`src/rtl/pc_pkg.sv`:
```
// pc_pkg: next-PC select encoding and target alignment helper shared by the PC controller.
package pc_pkg;
  typedef enum logic [2:0] {SEL_HOLD, SEL_RET, SEL_SEQ, SEL_CALL, SEL_JMP, SEL_BR} pc_sel_e;
  function automatic logic [63:0] align_mask(input int addr_w, input int step);
    logic [63:0] m;
    m = ~(64'(step) - 64'd1);
    return addr_w >= 64 ? m : m & ((64'd1 << addr_w) - 64'd1);
  endfunction
endpackage

```
`src/rtl/pc_ras.sv`:
```
// pc_ras: circular return-address stack; a push while full overwrites the oldest entry.
module pc_ras #(
  parameter int ADDR_W = 32,
  parameter int RAS_DEPTH = 4
) (
  input  logic              clk,
  input  logic              rst_n,
  input  logic              push,
  input  logic              pop,
  input  logic [ADDR_W-1:0] push_data,
  output logic [ADDR_W-1:0] top,
  output logic              empty,
  output logic              full,
  output logic              ovf
);
  localparam int PW = $clog2(RAS_DEPTH);
  logic [ADDR_W-1:0] mem [RAS_DEPTH];
  logic [PW-1:0] ptr;
  logic [PW:0] cnt;
  assign top = mem[ptr];
  assign empty = cnt == '0;
  assign full = cnt == (PW+1)'(RAS_DEPTH);
  always_ff @(posedge clk) begin
    if (!rst_n) begin
      ptr <= '0;
      cnt <= '0;
      ovf <= 1'b0;
    end else if (push) begin
      ptr <= ptr + 1'b1;
      mem[ptr + 1'b1] <= push_data;
      cnt <= full ? cnt : cnt + 1'b1;
      ovf <= ovf | full;
    end else if (pop && !empty) begin
      ptr <= ptr - 1'b1;
      cnt <= cnt - 1'b1;
    end
  end
endmodule

```
`src/rtl/pc_ctrl.sv`:
```
// pc_ctrl: fetch-stage program counter with stall, prioritised redirects and a return-address stack.
module pc_ctrl
  import pc_pkg::*;
#(
  parameter int ADDR_W = 32,
  parameter int STEP = 4,
  parameter logic [ADDR_W-1:0] RESET_VEC = '0,
  parameter int RAS_DEPTH = 4
) (
  input  logic              clk,
  input  logic              rst_n,
  input  logic              stall,
  input  logic              br_valid,
  input  logic [ADDR_W-1:0] br_target,
  input  logic              jmp_valid,
  input  logic [ADDR_W-1:0] jmp_target,
  input  logic              call_valid,
  input  logic [ADDR_W-1:0] call_target,
  input  logic              ret_valid,
  output logic [ADDR_W-1:0] pc_out,
  output logic [ADDR_W-1:0] pc_plus_step,
  output logic              ras_empty,
  output logic              ras_full,
  output logic              ras_ovf,
  output logic              ras_unf
);
  localparam logic [ADDR_W-1:0] MASK = ADDR_W'(align_mask(ADDR_W, STEP));
  pc_sel_e sel;
  logic [ADDR_W-1:0] pc_nxt, ras_top;
  logic unf_nxt;
  assign pc_plus_step = pc_out + ADDR_W'(STEP);
  // A return on an empty stack falls through to the sequential path and flags underflow.
  always_comb begin
    sel = stall ? SEL_HOLD : ret_valid ? (ras_empty ? SEL_SEQ : SEL_RET) :
          call_valid ? SEL_CALL : jmp_valid ? SEL_JMP : br_valid ? SEL_BR : SEL_SEQ;
    unf_nxt = !stall && ret_valid && ras_empty;
    pc_nxt = sel == SEL_HOLD ? pc_out :
             sel == SEL_RET  ? ras_top :
             sel == SEL_CALL ? call_target & MASK :
             sel == SEL_JMP  ? jmp_target & MASK :
             sel == SEL_BR   ? br_target & MASK : pc_plus_step;
  end
  always_ff @(posedge clk) begin
    if (!rst_n) begin
      pc_out <= RESET_VEC;
      ras_unf <= 1'b0;
    end else begin
      pc_out <= pc_nxt;
      ras_unf <= unf_nxt;
    end
  end
  pc_ras #(.ADDR_W(ADDR_W), .RAS_DEPTH(RAS_DEPTH)) u_ras (
    .clk(clk),
    .rst_n(rst_n),
    .push(sel == SEL_CALL),
    .pop(sel == SEL_RET),
    .push_data(pc_plus_step),
    .top(ras_top),
    .empty(ras_empty),
    .full(ras_full),
    .ovf(ras_ovf)
  );
endmodule

```
`config.mk`:
```
export PLATFORM = sky130hd
export DESIGN_NAME = pc_ctrl
export DESIGN_NICKNAME = d
export VERILOG_FILES = /design/src/rtl/pc_pkg.sv /design/src/rtl/pc_ras.sv /design/src/rtl/pc_ctrl.sv
export SDC_FILE = /design/constraint.sdc
export NUM_CORES = 1
export LEC_CHECK = 0
export CAP_MARGIN = 20
export CORE_MARGIN = 3
export CORE_UTILIZATION = 55
export DETAILED_ROUTE_END_ITERATION = 7
export GPL_TIMING_DRIVEN = 0
export PLACE_DENSITY = 0.86
export SLEW_MARGIN = 25
export SYNTH_ARGS = -nofsm -noshare
export SYNTH_HDL_FRONTEND = slang
export SYNTH_SLANG_ARGS = --single-unit
export TNS_END_PERCENT = 20
```
`constraint.sdc`:
```
create_clock -name clk -period 3.8 [get_ports clk]
set_input_delay 0.76 -clock clk [delete_from_list [all_inputs] [get_ports clk]]
set_output_delay 0.76 -clock clk [all_outputs]
set_load 0.01 [all_outputs]
```
==> flow_summary.rst <==
.. list-table::
   :header-rows: 1

   * - Metric
     - Value
   * - Post-synthesis area per instance
     - 12.5 um2
   * - Worst slew margin relative to its limit
     - 31.5%
   * - Synth Area in Compound Gates
     - 15.2%
   * - Main flop type after synthesis
     - sky130_fd_sc_hd__edfxtp_1
   * - Post-Syn Area
     - 8270 um2
   * - Unrepaired setup endpoints after global routing
     - true
   * - Fillcell total
     - 909
   * - Endpoint of the most critical register-to-register path
     - u_ras.cnt[2]$_SDFFE_PN0P_
   * - Most common cell after layout, fill and taps aside
     - sky130_fd_sc_hd__clkdlybuf4s50_1
   * - Data arrival time at the worst-slack endpoint
     - 3.00 ns
   * - Estimated wirelength of the detail-placed design
     - 20200 um
   * - Routed via count
     - 7281
   * - Area share of the leading cell type in the synthesized netlist
     - 46.5%
   * - DR WL/cell
     - 27.8 um
   * - Count of placed standard cells including taps
     - 1013
   * - Biggest area contributors in the synthesized netlist
     - sky130_fd_sc_hd__edfxtp_1 (46%), sky130_fd_sc_hd__dfxtp_1 (9.9%), sky130_fd_sc_hd__mux4_2 (8.7%)
   * - Endpoint type of the worst setup path
     - output port
   * - Ys Warns
     - 0
   * - Power Dens Cells
     - 447 nW/um2
   * - Worst Max-Slew Pin Slew
     - 1.02 ns
   * - Die area
     - 16500 um2
   * - Share of layout cells above drive strength 1
     - 16.0%
   * - Final non-filler cell total
     - 1047
   * - TritonCTS Buffers
     - 17
   * - Maximum level of the CTS H-tree
     - 4
   * - Net count reported at finish
     - 959
   * - Setup crit start kind
     - flop
   * - Setup_tns
     - 0 ns
   * - Count of input and output buffers
     - 163
   * - Leftover overflow at the end of global routing
     - 0
   * - Post-synthesis cell type count
     - 71
   * - Number of global-route vias before repair
     - 7225
   * - Number of hold buffers added after CTS
     - 0
   * - MaxCap Viol Count
     - 0
   * - Routed wire length
     - 29100 um
   * - Fraction of registers with async set/reset
     - 0%
   * - Largest family of logic cells by synthesized area
     - compound AO/OA/AOI/OAI gates
   * - Peak supply drop
     - 0.382 mV
   * - Clock Skew
     - 0.00935 ns
   * - P_sw
     - 1.37 mW
   * - EDFF count, synth
     - 128
   * - DRC violation total after the first TritonRoute iteration
     - 1084
   * - Die outline height
     - 129 um
   * - Top cell type by total area after synthesis
     - sky130_fd_sc_hd__edfxtp_1
   * - Wire length of the first global-routing pass
     - 42500 um
   * - Largest driver fanout on the critical path
     - 6
   * - Number of setup violations in the final report
     - 0
   * - Io pins
     - 171
   * - Clock-pin transition on the worst setup and hold timing paths
     - 0.06 ns
   * - Multiplexer area fraction after synthesis
     - 10.3%
   * - Part of the power in the clock network
     - 35.2%
   * - Cell-internal power
     - 3.55 mW
   * - Leak Pwr
     - 3.76 nW
   * - Residual antenna-violating net count after detailed routing
     - 0
   * - Mean number of vias per cell
     - 6.95
   * - Post-synthesis adder-cell area fraction
     - 0.908%
   * - Post-synthesis share of cell area spent on xor and xnor gates
     - 2.01%
   * - R2r setup slk
     - 1.15 ns
   * - Clock root buffer master
     - sky130_fd_sc_hd__clkbuf_16
   * - Antenna violations before repair
     - 0
   * - Count of antenna diodes in the layout
     - 0
   * - Global-route usage over all layers
     - 34.9%
   * - Final weighted congestion in routability-driven placement
     - 0.972
   * - Fraction of power spent switching nets
     - 27.9%
   * - Start point of the critical path
     - pc_out[2]$_SDFFE_PN0P_
   * - Startpoint of the most critical register-to-register path
     - u_ras.cnt[1]$_SDFFE_PN0P_
   * - CP Class
     - reg -> out
   * - Final period utilization
     - 99.1%
   * - Fraction of power consumed by sequential logic
     - 44.0%
   * - Max Buffers Root-to-Sink
     - 2
   * - Capture point of the worst path
     - pc_plus_step[28]
   * - Number of instances in the synthesized netlist
     - 662
   * - Layout-stage area growth over the synthesis result
     - 32.9%
   * - Number of nets in the synthesized netlist
     - 771
   * - FP Rows
     - 44
   * - Count of TritonRoute iterations in the first routing pass
     - 6
   * - Final critical delay including setup and external delays
     - 3.76 ns
   * - Result of the run
     - finished clean
   * - Part of the power in combinational logic
     - 20.8%
   * - Kind of path behind the tightest hold check
     - reg -> reg
   * - Clock Sinks
     - 169
   * - Die Span X
     - 129 um
   * - Starting Density
     - 56.5%
   * - Fraction of the yosys area taken by sequential cells
     - 56.4%
   * - Count of final hold-check violations
     - 0
   * - Required time of the worst setup path
     - 3.04 ns
   * - Simple-gate share of the synthesized area
     - 12.3%
   * - Count of final max-slew check failures
     - 0
   * - Leading cell types in the layout, fill and taps excluded
     - sky130_fd_sc_hd__clkdlybuf4s50_1 (162), sky130_fd_sc_hd__edfxtp_1 (128), sky130_fd_sc_hd__nand2_1 (53), sky130_fd_sc_hd__a21oi_1 (35), sky130_fd_sc_hd__dfxtp_1 (33)
   * - Core Region
     - 14600 um2
   * - Maximum frequency from static timing analysis
     - 266 MHz
   * - Number of cells traversed by the worst register-to-register path
     - 7
   * - Tot Pwr
     - 4.92 mW
   * - Number of synthesized register bits
     - 169
   * - Clock tree from TritonCTS
     - done
   * - Drt drc
     - 0
   * - Largest net degree at the start of global routing
     - 25
   * - Clk_lat worst skew
     - 0.43 ns
cells by family (layout without fill, tap and decap cells):
| logic type | count (synthesis) | in the layout |
|---|---|---|
| AO/OA/AOI/OAI | 176 | 176 |
| adder cells (fa/ha/maj) | 6 | 6 |
| multiplexers | 45 | 45 |
| XOR/XNOR | 19 | 19 |
| buffers and inverters | 59 | 260 |
| flip-flops | 169 | 169 |
| AND/OR/NAND/NOR | 188 | 188 |
per-stage QoR:
step                      area [um2]  hold WS (ns)  worst slack, ns  utilization [%]
after global routing           11000         0.488          -0.0410             75.1
after CTS                      10900         0.475          -0.0101             74.7
final                          11000         0.478           0.0357             75.1
after detailed placement       10200         0.460          -0.0138             70.0
after floorplan                 8270         0.504            0.968                -
after global placement         10100         0.450           -0.556             69.2
how the worst min path moves through the flow:
stage	from	end	slack [ns]	cells after the start
6_report	u_ras.ovf$_SDFFE_PN0N_	u_ras.ovf$_SDFFE_PN0N_	0.48	1
5_1_grt	u_ras.ovf$_SDFFE_PN0N_	u_ras.ovf$_SDFFE_PN0N_	0.49	1
4_1_cts	u_ras.ovf$_SDFFE_PN0N_	u_ras.ovf$_SDFFE_PN0N_	0.47	1
3_5_place_dp	u_ras.ovf$_SDFFE_PN0N_	u_ras.ovf$_SDFFE_PN0N_	0.46	1
3_3_place_gp	u_ras.ovf$_SDFFE_PN0N_	u_ras.ovf$_SDFFE_PN0N_	0.45	1
2_1_floorplan	u_ras.cnt[2]$_SDFFE_PN0P_	u_ras.cnt[2]$_SDFFE_PN0P_	0.50	2
worst max-delay path, stage by stage, from the launching register on:
cell and delay (ns):
sky130_fd_sc_hd__dfxtp_2 0.44, sky130_fd_sc_hd__ha_4 0.21, sky130_fd_sc_hd__and4_1 0.26, sky130_fd_sc_hd__or4b_4 0.54, sky130_fd_sc_hd__o31a_1 0.28, sky130_fd_sc_hd__or2_2 0.36, sky130_fd_sc_hd__clkdlybuf4s50_1 0.49
synth_stat cells (5+ instances only):
library cell	count
sky130_fd_sc_hd__nor4_1	10
sky130_fd_sc_hd__ha_1	6
sky130_fd_sc_hd__dfxtp_1	41
sky130_fd_sc_hd__nand2_1	53
sky130_fd_sc_hd__nand3_1	18
sky130_fd_sc_hd__o21ai_0	22
sky130_fd_sc_hd__o22ai_1	17
sky130_fd_sc_hd__a21oi_1	35
sky130_fd_sc_hd__clkbuf_1	32
sky130_fd_sc_hd__xor2_1	10
sky130_fd_sc_hd__o211ai_1	11
sky130_fd_sc_hd__nand2b_1	5
sky130_fd_sc_hd__and2_1	8
sky130_fd_sc_hd__a221oi_1	12
sky130_fd_sc_hd__or2_2	10
sky130_fd_sc_hd__o21a_1	5
sky130_fd_sc_hd__o221ai_1	6
sky130_fd_sc_hd__buf_2	11
sky130_fd_sc_hd__mux2i_1	11
sky130_fd_sc_hd__nor3_1	16
sky130_fd_sc_hd__xnor2_1	9
sky130_fd_sc_hd__edfxtp_1	128
sky130_fd_sc_hd__a22oi_1	12
sky130_fd_sc_hd__mux4_2	32
sky130_fd_sc_hd__nor2_1	23
sky130_fd_sc_hd__inv_1	10
sky130_fd_sc_hd__o31a_1	5
sky130_fd_sc_hd__a211o_1	8
sky130_fd_sc_hd__and3_1	10
sky130_fd_sc_hd__nand4_1	7
registers in the layout (all words and copies together), names as in the netlist, named ones only:
name and flops:
ras_unf 1, u_ras.ovf 1, u_ras.mem 128, u_ras.cnt 3, u_ras.ptr 2, pc_out 32
layer usage:
layer  global-route usage, %  wire length, um
met2                    55.2            13700
met3                    7.47             3650
met5                       0                0
met4                    17.0             1430
met1                    46.3            10300
power groups by stage:
stage | Sequential, mW | Combinational, mW | Clock, mW
after floorplan | 2.18 | 0.510 | 0
after global placement | 2.19 | 0.947 | 0
after detailed placement | 2.19 | 0.974 | 0
after CTS | 2.16 | 0.994 | 1.73
after global routing | 2.17 | 1.07 | 1.81
final | 2.17 | 1.02 | 1.73
final cells by class:
type                    instances  area [um2]  area share [%]
clock buffers                  19         443            4.03
inverters                      11        41.3           0.375
plain buffers                  47         200            1.82
flip-flops and latches        169        4670            42.5
repair buffers                170        1760            16.0
multi-input cells             434        3500            31.8
clock inverters                13         146            1.33
well taps                     184         230            2.09
what timing repair did:
item,4_1_cts,5_1_grt
pin swaps,2,2
gates cloned,0,0
gates resized for setup,19,13
setup endpoints to repair,11,10
buffers inserted,1,2
(Power assumes the default switching activity.)
